### config.mk
export PLATFORM = sky130hd
export DESIGN_NAME = cp0_intc
export DESIGN_NICKNAME = d
export VERILOG_FILES = /design/src/rtl/cp0_intc_pkg.sv /design/src/rtl/cp0_intc_sync.sv /design/src/rtl/cp0_intc.sv
export SDC_FILE = /design/constraint.sdc
export NUM_CORES = 1
export LEC_CHECK = 0
export CORE_ASPECT_RATIO = 0.8
export CORE_UTILIZATION = 50
export DETAILED_ROUTE_END_ITERATION = 12
export HOLD_SLACK_MARGIN = 0.05
export PLACE_DENSITY = 0.86
export SLEW_MARGIN = 5
export SYNTH_ARGS = -nofsm -noshare
export SYNTH_HDL_FRONTEND = slang
export SYNTH_SLANG_ARGS = --single-unit
export TNS_END_PERCENT = 100
### constraint.sdc
create_clock -name clk -period 2.1 [get_ports clk]
set_input_delay 0.525 -clock clk [delete_from_list [all_inputs] [get_ports clk]]
set_output_delay 0.525 -clock clk [all_outputs]
set_load 0.02 [all_outputs]
### src/rtl/cp0_intc_pkg.sv
// Shared constants for the CP0 interrupt controller: register indices and
// CTRL bit positions.
package cp0_intc_pkg;

  localparam logic [2:0] REG_COUNT        = 3'd0;
  localparam logic [2:0] REG_CTRL         = 3'd1;
  localparam logic [2:0] REG_PENDING      = 3'd2;
  localparam logic [2:0] REG_MASK         = 3'd3;
  localparam logic [2:0] REG_COMPARE_BASE = 3'd4;

  localparam int CTRL_COUNT_EN_BIT = 0;

  localparam int IP_W = 16;

endpackage

### src/rtl/cp0_intc_sync.sv
// Synchronizer chain for one asynchronous interrupt line, plus a rising-edge
// detect on the synchronized value.
module cp0_intc_sync #(
  parameter int SYNC_STAGES = 2
) (
  input  logic clk,
  input  logic reset,
  input  logic async_i,
  output logic sync_o,
  output logic rise_o
);

  logic [SYNC_STAGES-1:0] chain_q, chain_d;
  logic                   prev_q, prev_d;

  always_comb begin
    chain_d = {chain_q[SYNC_STAGES-2:0], async_i};
    prev_d  = chain_q[SYNC_STAGES-1];
  end

  always_ff @(posedge clk) begin
    if (reset) begin
      chain_q <= '0;
      prev_q  <= 1'b0;
    end else begin
      chain_q <= chain_d;
      prev_q  <= prev_d;
    end
  end

  assign sync_o = chain_q[SYNC_STAGES-1];
  assign rise_o = chain_q[SYNC_STAGES-1] & ~prev_q;

endmodule

### src/rtl/cp0_intc.sv
// CP0-style interrupt controller: Count/Compare timer channels, synchronized
// hardware lines with level/edge pending logic, masking and priority encode.
module cp0_intc
  import cp0_intc_pkg::*;
#(
  parameter int N_HWINT     = 6,
  parameter int N_CMP       = 2,
  parameter int CNT_W       = 32,
  parameter int DIV         = 2,
  parameter int SYNC_STAGES = 2
) (
  input  logic               clk,
  input  logic               reset,
  input  logic [N_HWINT-1:0] hw_int,
  input  logic [N_HWINT-1:0] edge_mode,
  input  logic               wr_en,
  input  logic [2:0]         wr_addr,
  input  logic [31:0]        wr_data,
  input  logic [2:0]         rd_addr,
  output logic [31:0]        rd_data,
  input  logic               ie,
  input  logic               exl,
  input  logic               erl,
  input  logic               int_ack,
  output logic               int_req,
  output logic [3:0]         int_vec,
  output logic [15:0]        ip
);

  localparam int TW = (DIV > 1) ? $clog2(DIV) : 1;
  localparam logic [TW-1:0] TICK_MAX = TW'(DIV - 1);

  logic [CNT_W-1:0]   count_q, count_d;
  logic [TW-1:0]      tick_q, tick_d;
  logic               count_en_q, count_en_d;
  logic [CNT_W-1:0]   cmp_q [N_CMP];
  logic [CNT_W-1:0]   cmp_d [N_CMP];
  logic [IP_W-1:0]    mask_q, mask_d;
  logic [N_CMP-1:0]   ti_q, ti_d;
  logic [N_HWINT-1:0] hwp_q, hwp_d;
  logic               int_req_q, int_req_d;

  logic [N_HWINT-1:0] hw_sync, hw_rise;
  logic [N_CMP-1:0]   wr_cmp;
  logic               wr_count, wr_ctrl, wr_pend, wr_mask;
  logic               tick, ack_fire, clr;
  logic [IP_W-1:0]    pend, masked;
  logic [3:0]         vec;

  for (genvar g = 0; g < N_HWINT; g++) begin : gen_sync
    cp0_intc_sync #(.SYNC_STAGES(SYNC_STAGES)) u_sync (
      .clk    (clk),
      .reset  (reset),
      .async_i(hw_int[g]),
      .sync_o (hw_sync[g]),
      .rise_o (hw_rise[g])
    );
  end

  always_comb begin
    wr_count = wr_en && (wr_addr == REG_COUNT);
    wr_ctrl  = wr_en && (wr_addr == REG_CTRL);
    wr_pend  = wr_en && (wr_addr == REG_PENDING);
    wr_mask  = wr_en && (wr_addr == REG_MASK);
    for (int k = 0; k < N_CMP; k++) begin
      wr_cmp[k] = wr_en && (wr_addr == REG_COMPARE_BASE + 3'(k));
    end
  end

  // Pending vector: hardware lines at the bottom, timer channels above them.
  always_comb begin
    pend = '0;
    pend[N_HWINT-1:0]    = hwp_q;
    pend[N_HWINT +: N_CMP] = ti_q;
    masked = pend & mask_q;
    vec = '0;
    for (int i = 0; i < IP_W; i++) begin
      if (masked[i]) vec = 4'(i);
    end
  end

  always_comb begin
    tick       = count_en_q && (tick_q == TICK_MAX);
    tick_d     = tick_q;
    if (count_en_q) tick_d = tick ? '0 : tick_q + TW'(1);
    count_d    = count_q;
    if (wr_count)  count_d = wr_data[CNT_W-1:0];
    else if (tick) count_d = count_q + CNT_W'(1);
    count_en_d = wr_ctrl ? wr_data[CTRL_COUNT_EN_BIT] : count_en_q;
    mask_d     = wr_mask ? wr_data[IP_W-1:0] : mask_q;
    // A Compare write re-arms its channel and beats a same-cycle match.
    for (int k = 0; k < N_CMP; k++) begin
      cmp_d[k] = wr_cmp[k] ? wr_data[CNT_W-1:0] : cmp_q[k];
      ti_d[k]  = wr_cmp[k] ? 1'b0
                           : (ti_q[k] | (count_en_q && (count_q == cmp_q[k])));
    end
  end

  always_comb begin
    ack_fire = int_ack && int_req_q;
    clr      = 1'b0;
    hwp_d    = hwp_q;
    for (int i = 0; i < N_HWINT; i++) begin
      clr = (wr_pend && wr_data[i]) || (ack_fire && (vec == 4'(i)));
      if (edge_mode[i]) hwp_d[i] = hw_rise[i] | (hwp_q[i] & ~clr);
      else              hwp_d[i] = hw_sync[i];
    end
    int_req_d = (|masked) && ie && !exl && !erl;
  end

  always_ff @(posedge clk) begin
    if (reset) begin
      count_q    <= '0;
      tick_q     <= '0;
      count_en_q <= 1'b1;
      mask_q     <= '0;
      ti_q       <= '0;
      hwp_q      <= '0;
      int_req_q  <= 1'b0;
      for (int k = 0; k < N_CMP; k++) cmp_q[k] <= '1;
    end else begin
      count_q    <= count_d;
      tick_q     <= tick_d;
      count_en_q <= count_en_d;
      mask_q     <= mask_d;
      ti_q       <= ti_d;
      hwp_q      <= hwp_d;
      int_req_q  <= int_req_d;
      for (int k = 0; k < N_CMP; k++) cmp_q[k] <= cmp_d[k];
    end
  end

  always_comb begin
    rd_data = '0;
    case (rd_addr)
      REG_COUNT:   rd_data = 32'(count_q);
      REG_CTRL:    rd_data[CTRL_COUNT_EN_BIT] = count_en_q;
      REG_PENDING: rd_data = 32'(pend);
      REG_MASK:    rd_data = 32'(mask_q);
      default: begin
        for (int k = 0; k < N_CMP; k++) begin
          if (rd_addr == REG_COMPARE_BASE + 3'(k)) rd_data = 32'(cmp_q[k]);
        end
      end
    endcase
  end

  assign int_req = int_req_q;
  assign int_vec = vec;
  assign ip      = pend;

endmodule

# Yosys cells after proc, flatten, opt, wreduce, memory -nomap -nowiden
# Memories as Yosys holds them, arrays and structs flattened.
# Cells that the tools add are included.
dict set report totals {
  register_bits 77
  latchBits 0
  ramBits 64
  romBits 0
  in_bits 57
  out_inout_bits 53
  word_cells 150
  memories 1
}
dict set report classes {
  add_sub_neg 2
  n_mul 0
  n_div 0
  n_lt_le_gt_ge 0
  n_eq_ne 17
  n_shift 0
  muxes 35
  bitwise 35
  reduce_logical 40
}
# memory depth word_bits rd rd_ports_with_merged_regs write_ports line
set mem_list {}
lappend mem_list {cmp_q 2 32 2 0 2 cp0_intc.sv:36} ;# logic [CNT_W-1:0] cmp_q [N_CMP];
# cell count
set op_table {}
lappend op_table {{$mux W32} 8}
lappend op_table {{$pmux W31 S4} 1}
lappend op_table {{$eq A32 B32 Y1} 2}
lappend op_table {{$mux W4} 14}
lappend op_table {{$add A32 B1 Y32 const B} 1}
lappend op_table {{$logic_and A1 B1 Y1} 25}
lappend op_table {{$and A8 B16 Y16} 1}
lappend op_table {{$reduce_or A16 Y1} 1}
lappend op_table {{$and A1 B1 Y1} 12}
lappend op_table {{$eq A3 B2 Y1 const B} 4}
lappend op_table {{$eq A3 B3 Y1 const B} 4}
lappend op_table {{$not A1 Y1} 12}
lappend op_table {{$mux W1} 11}
lappend op_table {{$or A1 B1 Y1} 10}
lappend op_table {{$eq A4 B2 Y1 const B} 2}
lappend op_table {{$eq A4 B3 Y1 const B} 2}
lappend op_table {{$eq A3 B1 Y1 const B} 2}
lappend op_table {{$logic_not A3 Y1} 2}
lappend op_table {{$logic_or A1 B1 Y1} 6}
lappend op_table {{$eq A4 B1 Y1 const B} 1}
lappend op_table {{$logic_not A4 Y1} 1}
lappend op_table {{$pmux W1 S4} 1}
lappend op_table {{$reduce_or A2 Y1} 2}
lappend op_table {{$logic_not A1 Y1} 2}
lappend op_table {{other kinds (2)} 2}

# Logic depth before layout (Yosys ltp)
dict set report depth {
  ltp_word 23
  depth_mapped 7
}

# Cells and area by module
# A second synthesis with hierarchy kept.
dict set report unflattened {
  cells_unflattened 928
  area_unflattened_um2 7465.9
}
# mod instances cells_each area_per_inst_um2
set by_module_without_submodules {}
lappend by_module_without_submodules {cp0_intc 1 886 6940.4}
lappend by_module_without_submodules {cp0_intc_sync 6 7 87.6}

# Worst setup path before layout
# OpenSTA, ideal clock, no wires.
dict set report synth_path {
  path_kind {input to output}
  from {input port rd_addr[0]}
  to {output port rd_data[11]}
  t_arrival_ns 1.850
  required_ns 1.575
  setup_slack_ns -0.275
  cell_stages 6
  path_buffers 3
  cell_sequence {clkbuf_1 -> and2_0 -> clkbuf_1 -> clkbuf_1 -> a22oi_1 -> o22ai_1}
}
dict set report synth_via {
  elab_chain_len 4
  elab_cells_between_ends 9
  classes_between {eq/ne: 5; mux: 3; reduce/logical: 1}
}
# item line
set synth_lines {}
lappend synth_lines {{start, declared} cp0_intc.sv:19} ;# input logic [2:0] rd_addr,
lappend synth_lines {{$eq A3 B3 Y1} cp0_intc.sv:142} ;# if (rd_addr == REG_COMPARE_BASE + 3'(k)) rd_data = 32'(cmp_q[k]);
lappend synth_lines {{$mux W32 (2 in series)} cp0_intc.sv:142}
lappend synth_lines {{$pmux W31 S4 (*)} cp0_intc.sv:135} ;# case (rd_addr)
lappend synth_lines {{end, declared} cp0_intc.sv:20} ;# output logic [31:0] rd_data,
# Every way passes the cells marked *; elsewhere a longest branch is shown, timed or not.

# Final worst setup path
dict set report layout_path {
  from {input port rd_addr[0]}
  to {output port rd_data[3]}
}
# Same word-level chain as after synthesis.

==> out/metrics.cfg <==
[timing]
slew_headroom = 0.617
timing.final.ws_setup_ps = -15.0
period_minus_slack_ps = 2110
whs_ps = 434
max_freq_ghz = 0.473
finalCritPeriodShare = 1.01
finalSetupViolations = 1
fin_skew_ps = 11.1
drv_slew = 0
tightestPinTransition_ps = 569
rsz0062_at_grt = true
setup_tns_ps = -15.0
hold_violations = 0

[floorplan]
die_h_um = 113
initial_core_util = 0.511
ioPinCount = 110
dieArea_um2 = 15900
rows = 40
die_x_um = 141
core_um2 = 15000

[synthesis]
ys_warn_count = 0
syn_inst = 944
synthArstFlopShare = 0
ys_seq_area_frac = 0.368
synth.distinct_cells = 52
synth_ff_type = dfxtp_1
synth_edf_count = 0
synth.avg_cell_area_um2 = 8.13
syn_area_um2 = 7680
ys_ff_latch = 141

[clock_network]
cts_max_path_buffers = 2
h-tree-depth = 4
worst_skew_pair.late_latency_ps = 430
clk_pin_slew_ps = 60
cts_buffers = 17
cts_root_buf = clkbuf_16
cts_sinks = 141
cts_tree = done

[layout]
finalNetCount = 1119
drive_gt1_frac = 0.241
diodes = 0
area_delta_synth_final_pct = 32.2
stdcell_count = 1262
final_cell_mix = 200 x nand2_1, 139 x dfxtp_1, 69 x nand3b_1, 69 x buf_4, 59 x clkdlybuf4s50_1
mostFrequentLayoutCell = nand2_1

[critical_path]
worstSetupPathType = input port to primary output
crit_fanout = 8
crit_path_start_kind = input port
r2r_end = count_q[22]$_SDFFE_PP0P_
worstPathArrival_ps = 1590
cp-end-kind = primary output
r2r_slack_ps = 120
cp_data_required_time_ps = 1570
rr_startpoint = count_q[10]$_SDFFE_PP0P_
reg2regPathDepth = 5

[drt]
drc = 1
ant_nets = 0
viasPerCell = 5.96
vias = 7524
wl_per_cell_um = 19.2
drt_iter0_drc = 951
first_pass_iters = 12
drt_wl_total_um = 24200

[outcome]
violations = DRC, setup timing
status = finished, violations left

[min_path]
min_to = gen_sync[1].u_sync.chain_q[1]$_SDFF_PP0_
hp-start = gen_sync[1].u_sync.chain_q[0]$_SDFF_PP0_
hp-class = flip-flop to flip-flop
holdPathStages = 1

[grt]
antenna_found_initial = 0
grt_util_all_layers = 0.309
grt_max_degree = 44
overflow = 0
grt_first_pass_wirelength_um = 38300
grt_pass1_vias = 7112

[placed_design]
dp_hpwl_um = 16600
place_inst = 1228
portBuffers = 100
gp_congestion = 0.892

[power_and_ir_drop]
vdd_drop_max_v = 0.000594
p_per_area_nw_per_um2 = 699
p_leak_uw = 0.00398

[flow_run]
cap_violations = 0

==> registers in the layout, indices dropped and copies added (netlist names) <==
signal                   cells
tick_q                       1
count_en_q                   1
int_req                      1
gen_sync.u_sync.prev_q       6
hwp_q                        6
gen_sync.u_sync.chain_q     12
cmp_q                       64
count_q                     32
ti_q                         2
mask_q                      16
==> layer usage <==
metal,vias up,global-route usage,part of all wire
met5,-,0,0
met4,0,0.136,0.029
met3,53,0.0681,0.092
met2,401,0.470,0.45
met1,3605,0.422,0.43
li1,3465,-,-
==> synth_stat cells (all sizes together), types with 2 or more instances <==
library cell | number | area share
nand2b | 2 | 0.0016
a22o | 3 | 0.0034
clkbuf | 54 | 0.027
nor3 | 12 | 0.0091
nand4b | 4 | 0.0046
nand3b | 69 | 0.067
inv | 4 | 0.0020
nor2b | 24 | 0.020
a211oi | 21 | 0.022
or3 | 4 | 0.0033
xor2 | 35 | 0.040
buf | 41 | 0.031
and3 | 8 | 0.0065
nor4 | 18 | 0.020
nand2 | 201 | 0.098
and2 | 4 | 0.0033
nand3 | 12 | 0.0085
nor2 | 53 | 0.026
o21ai | 13 | 0.0085
a21oi | 32 | 0.021
a311oi | 3 | 0.0034
o22ai | 21 | 0.017
nand4 | 22 | 0.021
xnor2 | 58 | 0.066
and4 | 6 | 0.0075
mux2 | 16 | 0.023
a32oi | 2 | 0.0023
a22oi | 28 | 0.027
mux2i | 24 | 0.031
dfxtp | 141 | 0.37
==> cells by family (layout without fill, tap and decap cells) <==
logic type      count (synthesis)  in the layout  synth area share
compound gates                126            126             0.108
xor+xnor                       93             93             0.106
fa+ha+maj                       1              1           0.00163
buf+inv                        99            220            0.0593
flops                         141            141             0.368
mux                            41             41            0.0577
other cells                     1              9          0.000489
simple gates                  442            442             0.299
==> report_power, final <==
group / internal, uW / switching (uW)
clock: 2010 / 1180
combinational: 481 / 560
sequential: 2770 / 88.4
==> through the flow <==
step	util	setup WS, ps	power, uW	area [um^2]
3_5_place_dp	0.626	-807	3910	9400
5_1_grt	0.676	-32.9	7310	10100
4_1_cts	0.673	-14.3	7070	10100
6_report	0.676	-15.0	7090	10100
3_3_place_gp	0.626	-778	3890	9400
2_1_floorplan	-	38.8	3460	7850
==> worst max-delay path by stage <==
stage,startpoint,end,slack [ps],depth (start not counted)
finish,rd_addr[0],rd_data[3],-10,8
global route,rd_addr[0],rd_data[3],-30,8
CTS,rd_addr[2],rd_data[24],-10,6
detailed placement,rd_addr[1],rd_data[5],-810,7
global placement,rd_addr[1],rd_data[0],-780,6
floorplan,rd_addr[0],rd_data[10],40,5
==> what timing repair did <==
item | 4_1_cts | 5_1_grt
hold buffers | 0 | 0
setup buffers | 3 | 0
gates resized for setup | 194 | 30
cloned | 1 | 1
endpoints found under the hold margin | 0 | 0
setup endpoints to repair | 35 | 33
pin swaps | 6 | 6
==> critical path: stages <==
cell	delay (ps)
buf_6	130
buf_16	150
buf_6	140
buf_12	130
nor2_2	120
a21oi_2	50
o22ai_2	210
buf_6	140
==> final cells by class <==
type                            count  area [um^2]
Sequential cell                   141         2830
Clock inverter                     11          168
Inverter                            4         15.0
Clock buffer                       20          447
Fill cell                        1101         4870
Tap cell                          189          236
Multi-Input combinational cell    712         4760
Timing Repair Buffer              185         1690
Note: power is estimated with default switching activity, not from simulation.
